**config.mk**
```make
export PLATFORM = sky130hd
export DESIGN_NAME = fpu_ret_queue
export DESIGN_NICKNAME = d
export VERILOG_FILES = /design/src/rtl/fpu_ret_queue.sv
export SDC_FILE = /design/constraint.sdc
export NUM_CORES = 1
export LEC_CHECK = 0
export ABC_AREA = 1
export ABC_CLOCK_PERIOD_IN_PS = 13850
export BUFFER_PORTS_ARGS = -buffer_cell sky130_fd_sc_hd__buf_2
export CORE_MARGIN = 2
export CORE_UTILIZATION = 40
export CTS_BUF_LIST = sky130_fd_sc_hd__clkbuf_16
export CTS_CLUSTER_DIAMETER = 80
export DETAILED_ROUTE_END_ITERATION = 7
export PLACE_DENSITY_LB_ADDON = 0.08
export RECOVER_POWER = 100
export SYNTH_ARGS = -nofsm -noshare
export SYNTH_HDL_FRONTEND = slang
export SYNTH_SLANG_ARGS = --single-unit
```
**constraint.sdc**
```tcl
create_clock -name clk -period 13.85 [get_ports clk]
set_input_delay 2.77 -clock clk [delete_from_list [all_inputs] [get_ports clk]]
set_output_delay 2.77 -clock clk [all_outputs]
set_load 0.05 [all_outputs]
```
**src/rtl/fpu_ret_queue.sv**
```systemverilog
// fpu_ret_queue: in-order FIFO of FP unit exception-return reports plus sticky FP status flags
module fpu_ret_queue #(
  parameter int DEPTH = 8,
  parameter int AFULL = 2
) (
  input  logic                     clk,
  input  logic                     rst,
  input  logic                     flush,
  input  logic [13:0]              u1_ret,
  input  logic                     u1_ret_en,
  input  logic [10:0]              u1_flags,
  input  logic [13:0]              u2_ret,
  input  logic                     u2_ret_en,
  input  logic [10:0]              u2_flags,
  output logic [13:0]              out_ret,
  output logic                     out_valid,
  input  logic                     out_ready,
  output logic [$clog2(DEPTH):0]   count,
  output logic                     almost_full,
  output logic                     overflow,
  output logic [10:0]              sticky_flags,
  input  logic                     sticky_clr
);
  localparam int AW = $clog2(DEPTH);
  logic [13:0]   mem [DEPTH];
  logic [AW:0]   wPtr, rPtr, nextCount;
  logic [AW+1:0] free;
  logic          pop, acc1, acc2, drop;
  logic [1:0]    pushN;
  logic [AW-1:0] slot2;
  always_comb begin
    count     = wPtr - rPtr;
    out_valid = count != '0;
    out_ret   = out_valid ? mem[rPtr[AW-1:0]] : 14'h0;
    pop       = out_valid & out_ready;
    free      = (AW+2)'(DEPTH) - {1'b0, count} + {{(AW+1){1'b0}}, pop};
    acc1      = u1_ret_en && free >= (AW+2)'(1);
    // u2 needs a second slot only when u1 took one this cycle
    acc2      = u2_ret_en && free >= (acc1 ? (AW+2)'(2) : (AW+2)'(1));
    drop      = (u1_ret_en & ~acc1) | (u2_ret_en & ~acc2);
    pushN     = {1'b0, acc1} + {1'b0, acc2};
    slot2     = wPtr[AW-1:0] + {{(AW-1){1'b0}}, acc1};
    nextCount = flush ? '0 : count + {{(AW-1){1'b0}}, pushN} - {{AW{1'b0}}, pop};
  end
  always_ff @(posedge clk) begin
    if (!rst && !flush && acc1) mem[wPtr[AW-1:0]] <= u1_ret;
    if (!rst && !flush && acc2) mem[slot2] <= u2_ret;
  end
  always_ff @(posedge clk) begin
    if (rst) begin
      wPtr         <= '0;
      rPtr         <= '0;
      overflow     <= 1'b0;
      sticky_flags <= '0;
      almost_full  <= DEPTH <= AFULL;
    end else begin
      wPtr         <= flush ? '0 : wPtr + {{(AW-1){1'b0}}, pushN};
      rPtr         <= flush ? '0 : rPtr + {{AW{1'b0}}, pop};
      overflow     <= overflow | (drop & ~flush);
      sticky_flags <= (sticky_clr ? 11'h0 : sticky_flags)
                      | (u1_ret_en ? u1_flags : 11'h0) | (u2_ret_en ? u2_flags : 11'h0);
      almost_full  <= (DEPTH - int'(nextCount)) <= AFULL;
    end
  end
endmodule

```
Yosys cells after proc, flatten, opt, wreduce, memory -nomap -nowiden
Memory sizes are Yosys's and may differ from the RTL's. A register that Yosys moved wholly into a read port is not among the register bits.
Index checks and enable logic that the tools add are counted.
- register bits: 21
- memory bits (writable): 112
- bits of input ports: 57
- memories kept: 1
- $add $sub $neg: 10
- $lt $le $gt $ge: 3
- multiplexer cells: 11
- bitwise logic cells: 11
- reductions and logical operators: 9
- memory list (memory ; words ; width ; read ports ; clocked after Yosys merged registers in ; wr ports ; line ; source):
    mem ; 8 ; 14 ; 1 ; 1 ; 2 ; 25 ; logic [13:0] mem [DEPTH];
- operator list (cell ; count):
    11-bit 2-to-1 mux ; 3
    11-bit OR ; 2
    14-bit 2-to-1 mux ; 1
    4-bit by 4-bit subtractor with 5-bit output, first input constant ; 2
    4-bit by 2-bit adder with 4-bit output ; 2
    5-bit by 1-bit adder with 5-bit output ; 1
    5-bit by 1-bit greater-or-equal comparator with 1-bit output, second input constant ; 1
    5-bit by 2-bit greater-or-equal comparator with 1-bit output ; 1
    5-bit by 3-bit <= comparator with 1-bit output, second input constant ; 1
    1-bit logical AND ; 5
    4-bit by 1-bit adder with 4-bit output ; 1
    1-bit bitwise AND ; 4
    1-bit 2-to-1 mux ; 4
    4-bit 2-to-1 mux ; 1
    4-bit nonzero test ; 1
    4-bit by 1-bit subtractor with 4-bit output ; 1
    4-bit subtractor ; 1
    3-bit by 1-bit adder with 3-bit output ; 1
    3-bit 2-to-1 mux ; 1
    1-bit inverter ; 3
    1-bit by 1-bit adder with 2-bit output ; 1
    1-bit logical NOT ; 2
    2-bit 2-to-1 mux ; 1
    1-bit OR ; 2
    2-bit OR reduction ; 1

Logic depth before layout (Yosys ltp)
- depth after elaboration: 15
- depth in mapped cells: 35
- gate-level depth less buffers: 34

Least setup slack after synthesis
OpenSTA, ideal clock, no wires.
- kind: input-to-reg
- from: in out_ready
- to: reg almost_full
- arrival: 6499 ps
- required time: 13726 ps
- setup slack: 7227 ps
- stages: 25
- path buffers: 1
- path through: nor2_1 inv_1 ha_1 xor2_1 or2_2 nor2_1 nand2_1 nand2_1 ha_1 nand3_1 nand2_1 nand2_1 a21oi_2 buf_2 ha_1 inv_1 ha_1 inv_1 ha_1 fa_1 nand2_1 ha_1 nand2_1 a211oi_1 a211oi_1
- cells in the longest elaborated chain, start to end: 13
- RTL lines (item ; line ; source):
    start: declaration ; 17 ; input logic out_ready,
    1-bit bitwise AND (*) ; 35 ; pop = out_valid & out_ready;
    5-bit by 1-bit adder with 5-bit output ; 36 ; free = (AW+2)'(DEPTH) - {1'b0, count} + {{(AW+1){1'b0}}, pop};
    5-bit by 1-bit greater-or-equal comparator with 1-bit output ; 37 ; acc1 = u1_ret_en && free >= (AW+2)'(1);
    1-bit logical AND ; 37 ;
    2-bit 2-to-1 mux ; 39 ; acc2 = u2_ret_en && free >= (acc1 ? (AW+2)'(2) : (AW+2)'(1));
    5-bit by 2-bit greater-or-equal comparator with 1-bit output ; 39 ;
    1-bit logical AND ; 39 ;
    1-bit by 1-bit adder with 2-bit output ; 41 ; pushN = {1'b0, acc1} + {1'b0, acc2};
    4-bit by 2-bit adder with 4-bit output ; 43 ; nextCount = flush ? '0 : count + {{(AW-1){1'b0}}, pushN} - {{AW{1'b0}}, pop};
    4-bit by 1-bit subtractor with 4-bit output (*) ; 43 ;
    4-bit 2-to-1 mux (*) ; 43 ;
    4-bit by 4-bit subtractor with 5-bit output (*) ; 62 ; almost_full <= (DEPTH - int'(nextCount)) <= AFULL;
    5-bit by 3-bit <= comparator with 1-bit output (*) ; 62 ;
    end signal: assignment ; 55 ; almost_full <= DEPTH <= AFULL;
    end signal: assignment ; 62 ;
    end: declaration ; 19 ; output logic almost_full,
Mark *: on every way between the ends. The rest lies on a longest branch, timed or not.
A chain may end at the register's enable or synchronous reset.

==> metrics.yaml <==
crit_arrival_ns: 10.21
antenna_found_initial: 0
cts_root_buf: "clkbuf_16"
cts_resized: 0
hold_viol: 0
cts_setup_buffers: 0
m1WireLength_um: 11500
fill_cells: 1984
wl_met3_um: 1645
grt_start_max_net_pins: 114
final_max_slew_viol_count: 142
hp-class: "reg -> reg"
synth.ff_latch_count: 133
status: "complete, but fails checks"
highest_layer: "met4"
wl_per_cell_um: 19.09
grt_overflow: 0
violations: "max-capacitance violations, max-slew violations"
drtIter0Drc: 542
crit_type: "reg -> reg"
dr_wl_met2_um: 11230
clock-sinks: 133
crit_slowest_cell: "clkbuf_1"
fin_skew_ns: 0.007226
drt-total-wl_um: 25030
grt_pass1_wl_um: 38490
yosysSeqAreaShare_pct: 46.59
relSlewSlack_pct: -182.5
via_per_inst: 5.427
gp_congestion: 0.8224
dieWidth_um: 146.5
start_util_pct: 40.39
htree_levels: 4
cts_buffers: 17
die_h_um: 146.5
stdcell_area_mm2: 0.009111
max_stage_delay_ns: 2.94
cp_max_fo: 86
fmax_ghz: 0.09818
layoutNonFillerInstCount: 1311
finalNetCount: 1109
syn-num-nets: 1075
finalSetupViolCount: 0
area_delta_synth_final_pct: 12.20
num_vias: 7115
drtPass1Iterations: 5
drc: 0
end_kind: "flop"
core_mm2: 0.02010
synth_edf_count: 112
n_antenna_cell: 0
peakVddDrop_mv: 0.3117
synth.avg_cell_area_um2: 8.169
min_period_ns: 10.19
syn-cell-area_mm2: 0.008120
final-seq-area_mm2: 0.003785
insertion_delay_ns: 0.42
hold_buffers: 0
fin_crit_sh_pct: 73.54
synth_cells: 994
ys_warn_count: 0
fin_setup_tns_ns: 0
postPlaceCellArea_mm2: 0.008640
worstPathCellList: "clkbuf_1 -> ha_1 -> inv_1 -> fa_1 -> inv_1 -> ha_1 -> xor2_1 -> or2_2 -> nor2_1 -> nand2_1 -> nand2_1 -> inv_1 -> ha_1 -> ha_1 -> xnor2_1 -> inv_1 -> nand2_1 -> nor2_1 -> clkbuf_1 -> nand4_1 -> o21ai_0 -> clkbuf_1"
synthArstFlopShare_pct: 0
rows: 52
drive_gt1_share_pct: 12.30
post-route-util_pct: 45.32
placedCellCount: 1279
path_clk_slew_ns: 0.06
crit_path_start_kind: "flop"
ios: 89
cts_tree: "yes"
required_ns: 13.88
multi_input_area_mm2: 0.003591
dp_hpwl_um: 14960
p_leak_nw: 3.942
ant_nets: 0
p_per_area_mw_per_mm2: 223.5
tightestPinTransition_ns: 4.237
grt_usage_pct: 23.53
die_area_mm2: 0.02146
rsz0062_at_grt: "false"
maxCapViolCount: 4
yosysUniqueCellTypes: 32
total_power_mw: 2.036
synthFlopType: "edfxtp_1"
port_buffers: 88
cts_max_path_buffers: 2
grt_pass1_vias: 6774
[worst max-delay path, delay by kind of cell, from the launching register on]
| kind | cells | cell delay, ns |
|---|---|---|
| adder cells (fa/ha/maj) | 5 | 1.64 |
| AO/OA/AOI/OAI | 1 | 0.33 |
| XOR/XNOR | 2 | 0.32 |
| flip-flops | 1 | 0.31 |
| AND/OR/NAND/NOR | 7 | 1.90 |
| buffers and inverters | 7 | 5.22 |
[synth_stat cells, types with 3 or more instances]
library cell  number  area share [%]
dfxtp_1           21             5.2
buf_4             15             1.4
fa_1               3            0.74
inv_1             67             3.1
nand2_1          345              16
nand4_2            8             1.2
nand3_1           16            0.99
buf_2              9            0.55
a21oi_1           31             1.9
ha_1              21             3.2
buf_1             27             1.2
nor2_1            40             1.8
o21ai_1            8            0.49
nand4_1          112             8.6
clkbuf_1          41             1.9
edfxtp_1         112              41
a31oi_1           11            0.85
o21ai_0           61             3.8
mux2_2            28             3.9
[flip-flops by register name (all words and copies together), names as in the netlist]
signal / flops
wPtr: 4
overflow: 1
rPtr: 4
sticky_flags: 11
mem: 112
almost_full: 1
[power by group]
group | leakage [nW] | switching (mW) | internal, mW
Clock | 0.321 | 0.179 | 0.292
Combinational | 2.44 | 0.810 | 0.258
Sequential | 1.18 | 0.0152 | 0.482
[final timing paths]
path	from	end	slack [ns]	cells after the start
setup / recovery	rPtr[0]	mem[5][10]	3.66	22
hold / removal	overflow	overflow	0.46	2
setup reg to reg	rPtr[0]	mem[5][10]	3.66	22
hold reg to reg	overflow	overflow	0.46	2
[layout make-up]
class                           count  share of cell area, %
Sequential cell                   133                  41.54
Clock buffer                       23                  6.317
Timing Repair Buffer              109                  5.575
Clock inverter                      9                 0.6042
Inverter                           69                  2.843
Multi-Input combinational cell    698                  39.41
Tap cell                          270                  3.708
[per-layer routing]
metal / GRT usage (%) / vias to the layer above
li1: - / 3459
met1: 32.05 / 3311
met2: 36.98 / 310
met3: 4.531 / 35
met4: 9.612 / 0
met5: 0 / -
[placed cells by master (no fill, tap or decap), types with 2 or more instances in the layout]
cell type | Yosys | layout
a211oi_1 | 2 | 2
a21oi_1 | 31 | 31
a31oi_1 | 11 | 11
buf_2 | 9 | 55
buf_4 | 15 | 8
clkbuf_1 | 41 | 46
clkbuf_16 | 0 | 23
clkinv_4 | 0 | 3
dfxtp_1 | 21 | 20
edfxtp_1 | 112 | 112
fa_1 | 3 | 3
ha_1 | 21 | 21
inv_1 | 67 | 69
inv_2 | 2 | 2
inv_4 | 0 | 2
mux2_2 | 28 | 28
nand2_1 | 345 | 346
nand3_1 | 16 | 16
nand4_1 | 112 | 120
nor2_1 | 40 | 41
o21ai_0 | 61 | 69
xnor2_1 | 2 | 2
xor2_1 | 2 | 2
[stage by stage]
step / worst slack (ns) / hold WS, ns
floorplan: 7.227 / 0.4660
global placement: 6.228 / 0.4420
detailed placement: 6.158 / 0.4346
CTS: 6.595 / 0.4554
global route: 3.060 / 0.4947
finish: 3.664 / 0.4609
[cells by family (layout without fill, tap and decap cells)]
| kind of cell | after synthesis | after routing | synth area share (%) |
|---|---|---|---|
| AND/OR/NAND/NOR | 527 | 527 | 29.23 |
| buffers and inverters | 163 | 210 | 8.475 |
| flip-flops | 133 | 133 | 46.59 |
| AO/OA/AOI/OAI | 115 | 115 | 7.411 |
| multiplexers | 28 | 28 | 3.883 |
| adder cells (fa/ha/maj) | 24 | 24 | 3.975 |
| XOR/XNOR | 4 | 4 | 0.4315 |
Note: power is estimated with default switching activity, not from simulation.
